`src/rtl/ternary_matmul_sequencer.sv`:
```
// Purpose: control FSM for one ternary systolic-array tile (clear, feed, drain, snapshot, read out).
// Latency: start -> first out_valid = 1 + k_len*SLICES + SLICES cycles; done follows ARRAY_SIZE-1 cycles later.
// Backpressure: none; the array cannot stall, so a missing in_valid beat aborts the tile and sets sticky err.
// Optional build macro SEQ_BACK_TO_BACK_EN: a start on the done cycle chains straight into the next tile.
module ternary_matmul_sequencer #(
    parameter int SLICES     = 2,
    parameter int ARRAY_SIZE = 4 * SLICES * SLICES,
    parameter int K_BITS     = 8
) (
    input  logic                          clk,
    input  logic                          rst_n,
    input  logic                          start,
    input  logic [K_BITS-1:0]             k_len,
    input  logic                          in_valid,
    output logic                          in_ready,
    output logic                          array_restart_inputs,
    output logic                          array_reset_acc,
    output logic                          array_copy_out,
    output logic                          array_restart_out,
    output logic                          out_valid,
    output logic [$clog2(ARRAY_SIZE)-1:0] out_index,
    output logic                          busy,
    output logic                          done,
    output logic                          err
);

    localparam int IDX_W  = $clog2(ARRAY_SIZE);
    // Sized so k_len = 2^K_BITS-1 times SLICES beats cannot wrap.
    localparam int BEAT_W = K_BITS + $clog2(SLICES);
    localparam int FL_W   = $clog2(SLICES + 1);

    localparam logic [IDX_W-1:0] IDX_LAST = IDX_W'(ARRAY_SIZE - 1);
    localparam logic [FL_W-1:0]  FL_LAST  = FL_W'(SLICES - 1);

`ifdef SEQ_BACK_TO_BACK_EN
    localparam bit B2B = 1'b1;
`else
    localparam bit B2B = 1'b0;
`endif

    typedef enum logic [2:0] {
        IDLE,
        CLEAR,
        FEED,
        FLUSH,
        READ
    } state_t;

    state_t              state;
    logic [K_BITS-1:0]   k_q;
    logic [BEAT_W-1:0]   beat_cnt;
    logic [BEAT_W-1:0]   beat_last;
    logic [FL_W-1:0]     flush_cnt;

    // Index of the final input beat of the tile (only meaningful when k_q != 0).
    always_comb begin
        beat_last = BEAT_W'(k_q) * BEAT_W'(SLICES) - BEAT_W'(1);
    end

    // Tile state machine; every output is registered alongside the state it belongs to.
    always_ff @(posedge clk) begin
        if (!rst_n) begin
            state                <= IDLE;
            k_q                  <= '0;
            beat_cnt             <= '0;
            flush_cnt            <= '0;
            in_ready             <= 1'b0;
            out_valid            <= 1'b0;
            out_index            <= '0;
            busy                 <= 1'b0;
            done                 <= 1'b0;
            err                  <= 1'b0;
            array_restart_inputs <= 1'b1;
            array_reset_acc      <= 1'b1;
            array_restart_out    <= 1'b1;
            array_copy_out       <= 1'b0;
        end else begin
            done           <= 1'b0;
            array_copy_out <= 1'b0;
            case (state)
                IDLE: begin
                    if (start) begin
                        k_q                  <= k_len;
                        err                  <= 1'b0;
                        state                <= CLEAR;
                        busy                 <= 1'b1;
                        array_restart_inputs <= 1'b1;
                        array_reset_acc      <= 1'b1;
                        array_restart_out    <= 1'b0;
                    end
                end
                CLEAR: begin
                    array_restart_inputs <= 1'b0;
                    array_reset_acc      <= 1'b0;
                    array_restart_out    <= 1'b0;
                    if (k_q != '0) begin
                        state    <= FEED;
                        beat_cnt <= '0;
                        in_ready <= 1'b1;
                    end else begin
                        state             <= FLUSH;
                        flush_cnt         <= '0;
                        array_copy_out    <= (FL_LAST == '0);
                        array_restart_out <= (FL_LAST == '0);
                    end
                end
                FEED: begin
                    if (!in_valid) begin
                        // Underrun: the array has already advanced, so the tile is unrecoverable.
                        state                <= IDLE;
                        err                  <= 1'b1;
                        in_ready             <= 1'b0;
                        busy                 <= 1'b0;
                        array_restart_inputs <= 1'b1;
                        array_reset_acc      <= 1'b1;
                        array_restart_out    <= 1'b1;
                    end else if (beat_cnt == beat_last) begin
                        state             <= FLUSH;
                        in_ready          <= 1'b0;
                        flush_cnt         <= '0;
                        array_copy_out    <= (FL_LAST == '0);
                        array_restart_out <= (FL_LAST == '0);
                    end else begin
                        beat_cnt <= beat_cnt + BEAT_W'(1);
                    end
                end
                FLUSH: begin
                    if (flush_cnt == FL_LAST) begin
                        state             <= READ;
                        array_restart_out <= 1'b0;
                        array_reset_acc   <= 1'b1;
                        out_valid         <= 1'b1;
                        out_index         <= '0;
                        done              <= (IDX_LAST == '0);
                    end else begin
                        // Copy lands on the last drain cycle so the final slice is captured.
                        flush_cnt         <= flush_cnt + FL_W'(1);
                        array_copy_out    <= (flush_cnt + FL_W'(1) == FL_LAST);
                        array_restart_out <= (flush_cnt + FL_W'(1) == FL_LAST);
                    end
                end
                READ: begin
                    if (out_index == IDX_LAST) begin
                        out_valid <= 1'b0;
                        out_index <= '0;
                        if (B2B && start) begin
                            k_q                  <= k_len;
                            err                  <= 1'b0;
                            state                <= CLEAR;
                            array_restart_inputs <= 1'b1;
                            array_reset_acc      <= 1'b1;
                            array_restart_out    <= 1'b0;
                        end else begin
                            state                <= IDLE;
                            busy                 <= 1'b0;
                            array_restart_inputs <= 1'b1;
                            array_reset_acc      <= 1'b1;
                            array_restart_out    <= 1'b1;
                        end
                    end else begin
                        out_index <= out_index + IDX_W'(1);
                        done      <= (out_index + IDX_W'(1) == IDX_LAST);
                    end
                end
                default: begin
                    state <= IDLE;
                end
            endcase
        end
    end

endmodule

```
`config.mk`:
```
export PLATFORM = sky130hd
export DESIGN_NAME = ternary_matmul_sequencer
export DESIGN_NICKNAME = d
export VERILOG_FILES = /design/src/rtl/ternary_matmul_sequencer.sv
export SDC_FILE = /design/constraint.sdc
export NUM_CORES = 1
export LEC_CHECK = 0
export ABC_AREA = 1
export CORE_MARGIN = 10
export CORE_UTILIZATION = 45
export CTS_BUF_LIST = sky130_fd_sc_hd__clkbuf_4 sky130_fd_sc_hd__clkbuf_8
export DETAILED_ROUTE_END_ITERATION = 16
export PLACE_DENSITY_LB_ADDON = 0.2
export SETUP_SLACK_MARGIN = 0.5
export SYNTH_ARGS = -nofsm -noshare
export SYNTH_HDL_FRONTEND = slang
export SYNTH_SLANG_ARGS = --single-unit
```
`constraint.sdc`:
```
create_clock -name clk -period 2.2 [get_ports clk]
set_input_delay 0.66 -clock clk [delete_from_list [all_inputs] [get_ports clk]]
set_output_delay 0.66 -clock clk [all_outputs]
set_load 0.005 [all_outputs]
```
After elaboration in Yosys (flattened, before gate mapping). Cells that the tools add are included.

Register bits after elaboration: 35. Output and inout bits: 13. Word-level logic and storage cells: 101. Bits of input ports: 12. Memories: 0. Bits in writable memories: 0. Bits in read-only memories: 0. Latch bits: 0.

Reduce and logical (&&, ||, !) cells: 23. $mul: 0. Add/sub/neg operators: 4. $lt $le $gt $ge: 0. Divide/modulo/power cells: 0. Eq/ne operators: 20. Shift operators: 0. Muxes and demuxes: 38. Bitwise gates (word level): 2.

Operators with widths (count): $mux 9 (3); $ne 2x2->1 const B (10); $reduce_and 4->1 (5); $pmux 9 s2 (1); $mux 3 (5); $pmux 3 s5 (1); $mux 1 (13); $pmux 1 s5 (2); $reduce_and 5->1 (2); $add 9x1->9 const B (1); $eq 9x9->1 (1); $reduce_and 3->1 (3); $sub 9x1->9 const B (1); $eq 4x4->1 const B (2); $mux 2 (4); $mux 4 (2); $pmux 4 s2 (1); $reduce_bool 8->1 (1); $eq 3x2->1 const B (2); $pmux 1 s2 (3); $pmux 2 s3 (1); $reduce_and 2->1 (3); $reduce_bool 2->1 (3); $reduce_bool 3->1 (2); other kinds (13) (15).

Depth between registers and ports, before layout. Gate-level depths: netlist (run 1).

Depth after elaboration: 5. Depth in mapped cells: 14. Gate-level depth less buffers: 14.

Least setup slack after synthesis (run 1). OpenSTA, ideal clock, no wires.

Path kind: register to register. Start point: register k_q[0]. End point: register array_restart_out. Cell stages (with the launch flop): 14. Path buffers: 1. Arrival: 1.614 ns. Period minus slack after synthesis: 1.742 ns. Path slack: 0.458 ns. Data required time: 2.071 ns. Library setup time: 0.129 ns. Cells stage by stage: dfxtp_1 > inv_2 > ha_1 > nand2_1 > nand3_1 > nor3_1 > nand3_1 > nor2_1 > nand2_2 > nand2_4 > buf_6 > nand3_1 > nand2_1 > nand3_1.

Word-level cells in the longest chain between the ends: 4.

Ends and longest elaborated chain: start, declared (line 50) `logic [K_BITS-1:0] k_q;`; start signal, assigned (line 83) `k_q <= k_len;`; start signal, assigned (line 147) `k_q <= k_len;`; $sub 9x1->9 (line 57) `beat_last = BEAT_W'(k_q) * BEAT_W'(SLICES) - BEAT_W'(1);`; $eq 9x9->1 (line 117) `end else if (beat_cnt == beat_last) begin`; $ne 3x3->1 (no line); $reduce_and 4->1 (no line); end signal, assigned (line 104) `array_restart_out <= (FL_LAST == '0);`; end signal, assigned (line 122) `array_restart_out <= (FL_LAST == '0);`; end signal, assigned (line 139) `array_restart_out <= (flush_cnt + FL_W'(1) == FL_LAST);`; end, declared (line 19) `output logic array_restart_out,`.

No other way between the ends. A chain may end at the register's enable or synchronous reset.

Worst setup path in the final report (run 1).
Start point: register k_q[1]. End point: register beat_cnt[5].

Word-level cells in the longest chain between the ends: 4. Elaborated cells on any way between the ends: 6. Classes of those cells: add/sub (1); eq/ne (3); reduce/logical (2).

Ends and longest elaborated chain: $sub 9x1->9 (line 57); $eq 9x9->1 (line 117); $ne 2x2->1 (no line); $reduce_and 4->1 (no line) *; end signal, assigned (line 124) `beat_cnt <= beat_cnt + BEAT_W'(1);`; end, declared (line 51) `logic [BEAT_W-1:0] beat_cnt;`.

Mark *: on every way between the ends. The rest lies on a longest branch, timed or not.

==> results.md, run 1 <==
- RSZ-0062 raised after global routing: yes
- Top_reg_cell synth: dfxtp_1
- Post-DR wirelength/cell: 13.1 um
- Post-synthesis sequential area ratio: 36.7%
- Floorplan row count: 23
- Core ar.: 4060 um2
- WP data required: between 2 and 2.5 ns
- Clk slew on worst S/H paths: 0.07 ns
- Hold crit path type: register to register
- CTS Hold Bufs: 0
- Top-Level Pins: 25
- Crit end category: register
- Fin Setup TNS: 0 ns
- Final net count: 342
- Vias in the first global route: 1888
- Worst clock skew: 0.00329 ns
- Outcome: finished, final reports clean
- Initial antenna violation count: 0
- Leakage: 1.08 nW
- Die area: approximately 7200 um2
- Syn Area/Cell: 6.70 um2
- Met1 wire length: 2170 um
- Hold Vio Cnt, Final: 0
- Fin crit period: 1.75 ns
- CTS H-tree lvls: 2
- CTS Sinks: 35
- Flops & latches, synth: 35
- Synth Net Count: 303
- Setup violations, final: 0
- Worst skew pair latency: between 0.2 and 0.3 ns
- Layout cells sized above 1: 19.4%
- DR pass1 iterations: 4
- Max Freq: 0.572 GHz
- Crit Path Class: register to register
- Initial core utilization: 47.1%
- Chip width: 85.1 um
- R2r startpoint: k_q[1]$_SDFFE_PN0P_
- Initial drt markers: approximately 120
- P per Cell Area: 998 nW/um2
- Drt drc: 0
- Final RePlAce weighted congestion: 0.871
- N_diodes: 0
- R2r setup slk: between 0.4 and 0.5 ns
- Worst VDD drop: between 500 and 600 uV
- Total Routing Usage GR: 14.3%
- Slew @ Worst Pin: ~0.37 ns
- Root buffer cell: clkbuf_8
- Design area: 2510 um2
- Post-Place Cell Area: 2210 um2
- CTS tree: built
- Cell count of the worst reg-to-reg path: 11
- Layout area overhead: 31.3%
- Endpoint, Worst Hold: busy$_SDFFE_PN0P_
- Reg2reg end: beat_cnt[5]$_SDFFE_PN0P_
- Final-layout fill cell count: 382
- Total CTS buffers: 5
- Max Used Layer: met4
- Synth Instances: 285
- Max-Slew Margin vs Limit: roughly 75%
- Post-synthesis async set-or-reset flop share: 0%
- Max-Cap Viols: 0
- Vias/cell: 5.11
- Nature of the critical path startpoint: register
- First-pass GRT wire length: 8650 um
- Detail Route Antenna Nets: 0
- CP Max Fanout: 8
- Syn Std Cell Area: around 1900 um2
- Period utilization: about four fifths
- Post-synth EDFFs: 0
- Cell variety after synth: 27
- Worst Hold Path Cells: 2
- Largest net degree at the start of global routing: 19
- WL final: between 4000 and 5000 um
- Hpwl dp: 3530 um
- Port bufs: 24
- Met2 WL: 2340 um
- Vias: 1910
- Hold Path Origin: busy$_SDFFE_PN0P_
- Final Max Slew Viols: 0
- Yosys Warn Count: 0
- Met3 routed WL: between 200 and 300 um
- Remaining Overflow, GRT: 0
- Die H: 85.1 um
- Clock Path Buffers: 2
- WP data arrival: 1.97 ns
-- synthesized netlist by cell type, types with 2 or more instances --
library cell  count  area [um2]
ha_1              6        75.1
nand2_1          68         255
inv_2             2        7.51
xor2_1            7        61.3
nor4_1            2        12.5
a21oi_1          28         140
nor2_2            3        18.8
or2_1             2        12.5
o21ai_0          12        60.1
nand4_1           7        43.8
nor3_1            3        15.0
inv_1            30         113
dfxtp_1          35         701
o21ai_1           2        10.0
clkbuf_1          3        11.3
nand2_2           2        12.5
xnor2_1           3        26.3
nor2_1           33         124
nand3_1          29         145
-- final cells by class --
class | instances | area (um2) | area share (%)
sequential | 35 | 722 | 28.8
tap | 50 | 62.6 | 2.50
inverter | 33 | 129 | 5.14
timing repair buffer | 36 | 328 | 13.1
clock buffer | 6 | 76.3 | 3.05
multi-input combinational | 213 | 1160 | 46.2
clock inverter | 1 | 30.0 | 1.20
-- registers in the layout, summed over array words and instances, names as in the netlist --
signal	cells
array_restart_out	1
array_copy_out	1
out_index	4
in_ready	1
array_restart_inputs	1
out_valid	1
busy	1
k_q	8
beat_cnt	9
flush_cnt	2
state	3
err	1
done	1
array_reset_acc	1
-- per-stage QoR --
step                      total power, mW  setup slack, ns  utilization (%)  cells  hold slack [ns]
final                                2.50            0.453             61.8    374            0.466
after global routing                 2.72            0.321             61.8    374            0.481
after floorplan                      1.51            0.516                -    285            0.440
after detailed placement             1.79            0.124             54.4    357            0.450
after CTS                            2.45            0.447             60.2    371            0.468
after global placement               1.78            0.172             54.4    357            0.442
-- layout by cell type (no fill, tap or decap), types with 4 or more instances in the layout --
cell and count:
o21ai_0 10, a21oi_1 23, dfxtp_2 5, nand3_2 6, dfxtp_1 26, buf_4 9
nand2_2 6, dfxtp_4 4, xor2_1 7, clkdlybuf4s50_1 10, nand4_1 7, nor2_2 8
nand2_1 64, nor2_1 28, inv_1 28, ha_1 5, o21ai_1 4, a21oi_2 5
clkbuf_8 5, nand3_1 24, dlygate4sd2_1 13
-- worst max-delay path: stages (launching register included) --
cell and delay [ns]:
dfxtp_2 0.35, inv_4 0.05, ha_4 0.27, nor2_2 0.04, nor3_2 0.16, nand3_1 0.08
nor2_1 0.12, nand2_2 0.11, nand2_4 0.16, buf_6 0.14, nand3_1 0.06, a21oi_1 0.14
-- cell families (layout without fill, tap and decap cells) --
kind of cell	count (synthesis)	after routing	synth area share [%]
and+or+nand+nor	154	155	35.8
buffers and inverters	38	76	7.93
DFF	35	35	36.7
adders and majority gates	6	6	3.93
AOI/OAI and AO/OA	42	42	11.0
xor gates and xnor gates	10	10	4.59
-- metal layers --
metal	global-route usage, %	vias up
met5	0	-
met4	6.44	0
met3	4.88	8
met2	23.9	40
met1	16.1	856
li1	-	1006
-- where the power goes --
part | switching (mW) | leakage (nW) | total [mW] | internal (mW)
Sequential | 0.0940 | 0.291 | 0.838 | 0.744
Combinational | 0.657 | 0.736 | 1.09 | 0.429
Clock | 0.231 | 0.0547 | 0.576 | 0.344
-- how the worst max path moves through the flow --
stage                                   start                        endpoint  depth (start not counted)
after global routing      k_q[0]$_SDFFE_PN0P_        beat_cnt[5]$_SDFFE_PN0P_                         11
after CTS                 k_q[0]$_SDFFE_PN0P_        beat_cnt[5]$_SDFFE_PN0P_                         12
final                     k_q[1]$_SDFFE_PN0P_        beat_cnt[5]$_SDFFE_PN0P_                         11
after global placement               in_valid        beat_cnt[3]$_SDFFE_PN0P_                          8
after detailed placement             in_valid        beat_cnt[3]$_SDFFE_PN0P_                          8
after floorplan           k_q[0]$_SDFFE_PN0P_  array_restart_out$_SDFFE_PN1P_                         13
-- timing repair --
action	CTS	global route
gates cloned	1	0
setup endpoints to repair	27	23
gates resized for setup	41	17
pin swaps	7	7
setup buffers	6	3
(Power assumes the default switching activity.)
==> run 2: changes to the inputs <==
==> constraint.sdc (replaced) <==
create_clock -name clk -period 1.7 [get_ports clk]
set_input_delay 0.51 -clock clk [delete_from_list [all_inputs] [get_ports clk]]
set_output_delay 0.51 -clock clk [all_outputs]
set_load 0.005 [all_outputs]
==> run 2 against run 1 <==
Compared with the run above: the run now ends with negative setup slack left; final area rose by 18%; highest routed layer unchanged; critical path depth is the same; total power is 49% higher; clock skew grew 0.0034 ns; wire length up 22%; final cell count grew 8.8%; largest cell class unchanged; critical endpoint is now beat_cnt[1]$_SDFFE_PN0P_; hold slack got worse by 0.013 ns; global-route usage rose by 2.2 points; clock power is 7.5% higher.
==> results.md, run 2 (synthesis results as in run 1) <==
- Outcome: finished with violations
- Failing checks: negative setup slack
- Fin crit period: 1.74 ns (-0.0118 ns)
- Root buffer cell: clkbuf_8
- Design area: 2960 um2 (+18%)
- Multi-input logic area: 1330 um2 (+15%)
- Final-layout fill cell count: 302 (-21%)
- Slew @ Worst Pin: 0.308 ns (-0.0595 ns)
- Leading cell type in the layout, fill and taps excluded: nand2_1
- Commonest cells after routing, fill and taps aside: nand2_1, buf_4, nor2_1
- CTS H-tree lvls: 2 (unchanged)
- RSZ-0062 raised after global routing: yes
- Post-DR wirelength/cell: 14.6 um (+12%)
- Largest net degree at the start of global routing: 19 (unchanged)
- Remaining Overflow, GRT: 0 (unchanged)
- Vias: 2168 (+14%)
- Layout cells sized above 1: 43.7% (+24 points)
- N_diodes: 0 (unchanged)
- PnR Total Power: 3.72 mW (+49%)
- Seq pwr share: 30.5% (-3.0 points)
- CTS Hold Bufs: 0 (unchanged)
- Comb power frac: 52.8% (+9.4 points)
- DR pass1 iterations: 4 (unchanged)
- Leakage: 1.24 nW (+15%)
- Final net count: 374 (+9.4%)
- Max Freq: 0.576 GHz (+0.68%)
- R2r setup slk: -0.04 ns (-0.49 ns)
- Max-Cap Viols: 0 (unchanged)
- WP data required: 1.92 ns (-0.51 ns)
- R2r startpoint: k_q[1]$_SDFFE_PN0P_
- Nature of the critical path startpoint: register
- Max-Slew Margin vs Limit: 79.4% (+4.1 points)
- Layout area overhead: 55.2%
- Chip width: 85.1 um (unchanged)
- Final RePlAce weighted congestion: 0.818 (-6.1%)
- WP data arrival: 1.95 ns (-0.02 ns)
- CP peak stage delay: 0.34 ns (about the same)
- DP Worst Slack: -0.140 ns (-0.263 ns)
- Total Routing Usage GR: 16.6% (+2.2 points)
- Fin Setup TNS: -0.0873 ns (-0.0873 ns)
- Clock Path Buffers: 2 (unchanged)
- Vias in the first global route: 2253 (+19%)
- CTS Sinks: 35 (unchanged)
- Post-Place Cell Area: 2420 um2 (+9.7%)
- Util after Layout: 73.0% (+11 points)
- CP cell instances: inv_2 > ha_4 > nor2_2 > nor3_2 > nand3_2 > nor2_2 > nand2_2 > nand2_4 > buf_6 > nand3_2 > a21oi_2
- Floorplan row count: 23 (unchanged)
- Post-Layout Cell Count: 407 (+8.8%)
- Crit Path Class: register to register
- Internal Pwr Total: 2.19 mW (+44%)
- Hpwl dp: 3860 um (+9.2%)
- Total CTS buffers: 5 (unchanged)
- Hold crit path type: register to register
- Worst skew pair latency: 0.29 ns (about the same)
- Core ar.: 4060 um2 (unchanged)
- CTS tree: built
- Net Sw Power: 1.53 mW (+56%)
- Period utilization: 102% (+23 points)
- Switching Share: 41.2% (+1.9 points)
- Vias/cell: 5.33 (+4.3%)
- Max reg flops: 9 (unchanged)
- First-pass GRT wire length: 10100 um (+17%)
- Port bufs: 24 (unchanged)
- Die H: 85.1 um (unchanged)
- Placed Cells: 378 (+5.9%)
- Die area: 7250 um2 (unchanged)
- CP Max Fanout: 8 (unchanged)
- Setup violations, final: 6 (+6)
- Initial antenna violation count: 0 (unchanged)
- Biggest regs: beat_cnt x9, k_q x8, out_index x4
- Slowest CP cell: dfxtp_2
- Detail Route Antenna Nets: 0 (unchanged)
- Worst setup margin: -0.0356 ns (-0.488 ns)
- P per Cell Area: 1260 nW/um2 (+26%)
- Crit end category: register
- Initial core utilization: 47.1% (unchanged)
- Drt drc: 0 (unchanged)
- Clock power frac: 16.6% (-6.4 points)
- Cell count of the worst reg-to-reg path: 11 (unchanged)
- Initial drt markers: 89 (-23%)
- Final hold slack: 0.453 ns (-0.0129 ns)
- Hold Vio Cnt, Final: 0 (unchanged)
- Worst clock skew: 0.00672 ns (+0.00343 ns)
- Top-Level Pins: 25 (unchanged)
- Clk slew on worst S/H paths: 0.07 ns (about the same)
- Final Max Slew Viols: 0 (unchanged)
- Largest Register: beat_cnt
- Register area: 738 um2 (+2.3%)
- WL final: 5950 um (+22%)
- Worst setup path endpoint: beat_cnt[1]$_SDFFE_PN0P_
- Worst VDD drop: 742 uV (+24%)
- Crit path from: k_q[1]$_SDFFE_PN0P_
- Reg2reg end: beat_cnt[1]$_SDFFE_PN0P_
run 2: worst min-delay path by stage:
stage | start | to | slack (ns) | depth (start not counted)
2_1_floorplan | flush_cnt[1]$_SDFFE_PN0P_ | flush_cnt[1]$_SDFFE_PN0P_ | 0.44 | 2
3_3_place_gp | array_restart_out$_SDFFE_PN1P_ | array_restart_out$_SDFFE_PN1P_ | 0.44 | 2
3_5_place_dp | array_restart_inputs$_SDFFE_PN1P_ | array_restart_inputs$_SDFFE_PN1P_ | 0.45 | 2
4_1_cts | array_restart_out$_SDFFE_PN1P_ | array_restart_out$_SDFFE_PN1P_ | 0.46 | 2
5_1_grt | array_restart_out$_SDFFE_PN1P_ | array_restart_out$_SDFFE_PN1P_ | 0.48 | 2
6_report | array_restart_out$_SDFFE_PN1P_ | array_restart_out$_SDFFE_PN1P_ | 0.45 | 2
run 2: worst max-delay path: cells and delay by family, from the launching register on:
kind	cells	cell delay, ns
AND/OR/NAND/NOR	7	0.73
flip-flops	1	0.34
adder cells (fa/ha/maj)	1	0.27
buffers and inverters	2	0.19
AO/OA/AOI/OAI	1	0.14
run 2: timing repair:
action / CTS / global route
hold endpoints to repair: 0 / 0
pin swaps: 21 / 6
resized for setup: 134 / 26
buffers inserted: 16 / 3
cloned: 2 / 0
endpoints found under the setup margin: 46 / 43
run 2: power groups by stage:
stage	Sequential, mW	Combinational, mW	Clock [mW]
2_1_floorplan	1.08	0.930	0
3_3_place_gp	1.09	1.42	0
4_1_cts	1.12	1.85	0.621
3_5_place_dp	1.09	1.45	0
5_1_grt	1.15	2.18	0.669
6_report	1.13	1.97	0.619
run 2: area by class of cell:
type / instances / share of cell area [%]
clock buffer: 7 / 2.83
inverter: 33 / 4.52
clock inverter: 1 / 0.169
sequential: 35 / 24.9
multi-input combinational: 213 / 45.0
timing repair buffer: 68 / 20.5
tap: 50 / 2.11
run 2: per-layer routing:
metal | share of wire [%] | global-route usage [%]
met1 | 39 | 17.8
met2 | 54 | 29.8
met3 | 4.2 | 4.21
met4 | 2.7 | 7.04
met5 | 0 | 0
==> edit 1, RTL diff (settings of run 1) <==
The option `SEQ_BACK_TO_BACK_EN` is turned on by a define.
--- a/src/rtl/ternary_matmul_sequencer.sv
+++ b/src/rtl/ternary_matmul_sequencer.sv
@@ -3,4 +3,6 @@
 // Backpressure: none; the array cannot stall, so a missing in_valid beat aborts the tile and sets sticky err.
 // Optional build macro SEQ_BACK_TO_BACK_EN: a start on the done cycle chains straight into the next tile.
+`define SEQ_BACK_TO_BACK_EN
+
 module ternary_matmul_sequencer #(
     parameter int SLICES     = 2,
Check against the original RTL: same outputs for any inputs over 10 cycles, from zero or initial values and one cycle with rst_n low; that may be too few to reach the edited logic, so the function may still have changed.
==> edit 1 against run 1 <==
Die area rose by 3.3%; worst setup slack better by 0.040 ns; wire length is 0.82% lower; design area grew 3.7%; sequential cell count stayed put; total power rose by 5.9%; synthesized area is 4.3% higher; count of clock-buffer cells in the layout decreased by 1.
==> edit 1: results (changes against run 1) <==
outcome: "finished clean"
seq_share: 0.277  # -0.0112
port_buffers: 24  # unchanged
buffer_area_frac: 0.121  # -0.00948
multi_input_cells: 221  # +3.8%
drt-initial-drc-count: 80  # -31%
syn_inst: 299  # +4.9%
synth_cell_types: 29  # +7.4%
p_clk_frac: 0.171  # -0.059
drive_gt1_frac: 0.240  # +0.0452
grt_pass1_wl_um: 8200  # -5.2%
grt_use_met1: 0.153  # -0.00807
p_int_mw: 1.49  # -1.7%
ir_worst_vdd_uv: 543  # -9.0%
grt_usage: 0.134  # -0.00930
synthesis.area_um2: 1990  # +4.3%
inv_count: 40  # +21%
gp_congestion: 0.902  # +3.5%
clkCellAreaFrac: 0.0323  # -0.0102
clock_buffers: 5  # -1
syn_nets: 317  # +4.6%
grt_pass1_vias: 1866  # -1.2%
ys_seq_area_frac: 0.352  # -0.0150
routed-wl-met2_um: 2330  # -0.56%
crit_path_max_fanout: 8  # unchanged
cpPeakStageDelay_ns: 0.33  # -0.02 ns
p_leak_nw: 1.14  # +5.2%
met3_usage: 0.0450  # -0.00373
p_seq_frac: 0.336  # about the same
reg2reg_depth: 15  # +4
wl_met3_um: 226  # -24%
fin_cells: 390  # +4.3%
wl_met1_um: 2200  # +1.5%
vias: 1975  # +3.4%
wire_per_inst_um: 12.4  # -4.9%
top_regs: "beat_cnt (9), k_q (8), out_index (4)"
multi_input_area_share: 0.485  # +0.0225
place_inst: 373  # +4.5%
endpoint: "beat_cnt[0]$_SDFFE_PN0P_"
flops_and_latches: 35  # unchanged
fillerInstances: 426  # +12%
max_slew_margin: 0.803  # +0.0509
cts_htree_levels: 2  # unchanged
yosys_warnings: 0  # unchanged
layout.nets: 355  # +3.8%
finClkSkew_ns: 0.00484  # +0.00154 ns
seq-power_mw: 0.891  # +6.3%
synth_common_cells: "75 x nand2_1, 35 x dfxtp_1, 31 x inv_1, 31 x nor2_1, 29 x a21oi_1"
yosys-top-cells-area: "dfxtp_1 35%, nand2_1 14%, a21oi_1 7.3%"
nonClockBufferCount: 34  # -5.6%
grtUsageMet2: 0.219  # -0.0196
dp_hpwl_um: 3370  # -4.7%
antenna_found_initial: 0  # unchanged
r2r_slack_ns: 0.49  # +0.04 ns
cpMaxStageDelayCell: "dfxtp_2"
placed_area_um2: 2280  # +3.3%
[edit 1: changes by cell type after synthesis, moves of 3 or more]
cell / before / now
xor2_1: 7 / 4
inv_2: 2 / 7
nand4_1: 7 / 3
nand2_1: 68 / 75
nor2_2: 3 / 7
nand3_1: 29 / 26
[edit 1: through the flow]
step	setup WS (ns)	util	hold slack [ns]
finish	0.493	0.601	0.461
global route	0.348	0.601	0.482
CTS	0.446	0.585	0.465
detailed placement	0.231	0.527	0.451
global placement	0.261	0.527	0.447
floorplan	0.537	-	0.440
[edit 1: cell families after synthesis]
logic type	Yosys count	share of synthesized area
flops	35	0.352
buf+inv	44	0.0905
fa+ha+maj	6	0.0377
xor+xnor	9	0.0396
compound gates	48	0.124
simple gates	157	0.356
[edit 1: timing repair]
item                                    in CTS  in global routing
gates resized for setup                     45                 20
endpoints found under the setup margin      27                 24
gates cloned                                 1                  0
pin swaps                                   14                  9
setup buffers                                7                  1
==> edit 2, RTL diff (settings of run 1) <==
Without the edit above. Re-encode `state_t` (5 states) as one-hot, 5 bits wide.
--- a/src/rtl/ternary_matmul_sequencer.sv
+++ b/src/rtl/ternary_matmul_sequencer.sv
@@ -39,10 +39,10 @@
 `endif
 
-    typedef enum logic [2:0] {
-        IDLE,
-        CLEAR,
-        FEED,
-        FLUSH,
-        READ
+    typedef enum logic [4:0] {
+        IDLE  = 5'b00001,
+        CLEAR = 5'b00010,
+        FEED  = 5'b00100,
+        FLUSH = 5'b01000,
+        READ  = 5'b10000
     } state_t;
 
Formal check against the unedited RTL: same outputs for any inputs over 10 cycles, from zero or initial values and one cycle with rst_n low; not proved beyond that.
==> edit 2 against run 1 <==
Cell count rose by 9.9%; synthesized cell count rose by 11%; worst setup slack better by 0.016 ns; die area up 7.3%; wire length is 7.3% higher; synthesized area grew 9.6%; design area grew 7.4%; sequential cell count rose by 2.
Power is not compared: it rests on default switching activity, and its combinational part moved more than twofold at a synthesized area within 25%.
==> edit 2: results (changes against run 1) <==
drive_gt1_frac: 0.192  # -0.00224
drt-initial-drc-count: 64  # -45%
crit_arrival_ns: 1.97  # about the same
gp_congestion: 0.899  # +3.2%
finClkSkew_ns: 0.0119  # +0.00864 ns
holdPathEnd: "array_restart_inputs$_SDFFE_PN1P_"
yosys-top-cells-area: "dfxtp_1 35%, nand2_1 14%, inv_1 7.4%"
hp-start: "array_restart_inputs$_SDFFE_PN1P_"
post-place-ws_ns: 0.166  # +0.0422 ns
endpoint: "beat_cnt[6]$_SDFFE_PN0P_"
met3_usage: 0.0344  # -0.0144
via_per_inst: 5.08  # -0.57%
reg2reg_depth: 12  # +1
clock_path_buffers: 2  # unchanged
grt_pass1_vias: 1958  # +3.7%
yosys_warnings: 0  # unchanged
wire_per_inst_um: 12.8  # -2.4%
grt_use_met1: 0.153  # -0.00805
layout.nets: 377  # +10%
outcome: "finished clean"
grt_usage: 0.139  # -0.00488
syn_nets: 335  # +11%
synth_cell_types: 27  # unchanged
ys.flop_type: "dfxtp_1"
wl_met1_um: 2270  # +4.7%
r2r_slack_ns: 0.47  # +0.02 ns
cp-startpoint: "k_q[0]$_SDFFE_PN0P_"
synth_common_cells: "76 x nand2_1, 41 x inv_1, 39 x nor2_1"
path_clk_slew_ns: 0.08
hold_depth: 2  # unchanged
timing.hold.ws_ns: 0.456  # -0.00978 ns
finalCritPeriodShare: 0.787  # -0.00706
grtUsageMet2: 0.251  # +0.0124
fillerInstances: 420  # +9.9%
dp_hpwl_um: 3810  # +7.7%
top_regs: "beat_cnt (9), k_q (8), state (5)"
dr.pass1.iters: 4  # unchanged
crit_path_max_fanout: 7  # -1
grt_max_degree: 17  # -2
cts_htree_levels: 2  # unchanged
wl_met3_um: 140  # -53%
ys_seq_area_frac: 0.354  # -0.0129
grt_pass1_wl_um: 8760  # +1.4%
worst_pin_slew_ns: 0.400  # +0.0317 ns
routed-wl-met2_um: 2760  # +18%
-- edit 2: cell count changes after synthesis, sizes merged, moves of 2 or more --
cell	delta
nand2	+8
or2	-2
dfxtp	+2
nor2	+6
inv	+13
nand3	-2
-- edit 2: timing repair --
item / CTS / global route
endpoints found under the setup margin: 31 / 29
gates resized for setup: 36 / 16
pin swaps: 14 / 9
cloned: 0 / 0
setup buffers: 10 / 3
-- edit 2: cell type report --
cell class	count	area share
timing repair buffer	42	0.141
clock inverter	2	0.00511
sequential	37	0.280
multi-input combinational	227	0.454
clock buffer	6	0.0307
inverter	45	0.0646
tap	52	0.0242
-- edit 2: metrics by stage --
stage | area, um^2 | instances
after floorplan | 2090 | 316
after detailed placement | 2400 | 390
final | 2690 | 411
after global placement | 2400 | 390
after CTS | 2610 | 408
after global routing | 2690 | 411
-- edit 2: critical path, stage by stage (launching register included) --
cell     delay, ns
dfxtp_4       0.36
inv_4         0.04
ha_4          0.23
xnor2_1       0.12
nor2_1        0.09
nand2_1       0.07
nor2_2        0.11
nand3_2       0.09
buf_6         0.14
nand2_8       0.09
buf_6         0.13
nand3_2       0.07
a21oi_2       0.14
-- edit 2: logic make-up after synthesis --
kind of cell / Yosys count / share of synthesized area
adder cells (fa/ha/maj): 7 / 0.0419
XOR/XNOR: 11 / 0.0461
flip-flops: 37 / 0.354
AND/OR/NAND/NOR: 165 / 0.349
buffers and inverters: 52 / 0.102
AO/OA/AOI/OAI: 44 / 0.107
-- edit 2: power groups by stage --
stage	clock network, mW	logic (mW)	registers (mW)
finish	0.501	0.403	0.742
global route	0.546	0.454	0.748
CTS	0.522	0.377	0.741
detailed placement	0	0.359	0.758
global placement	0	0.355	0.757
floorplan	0	0.251	0.752
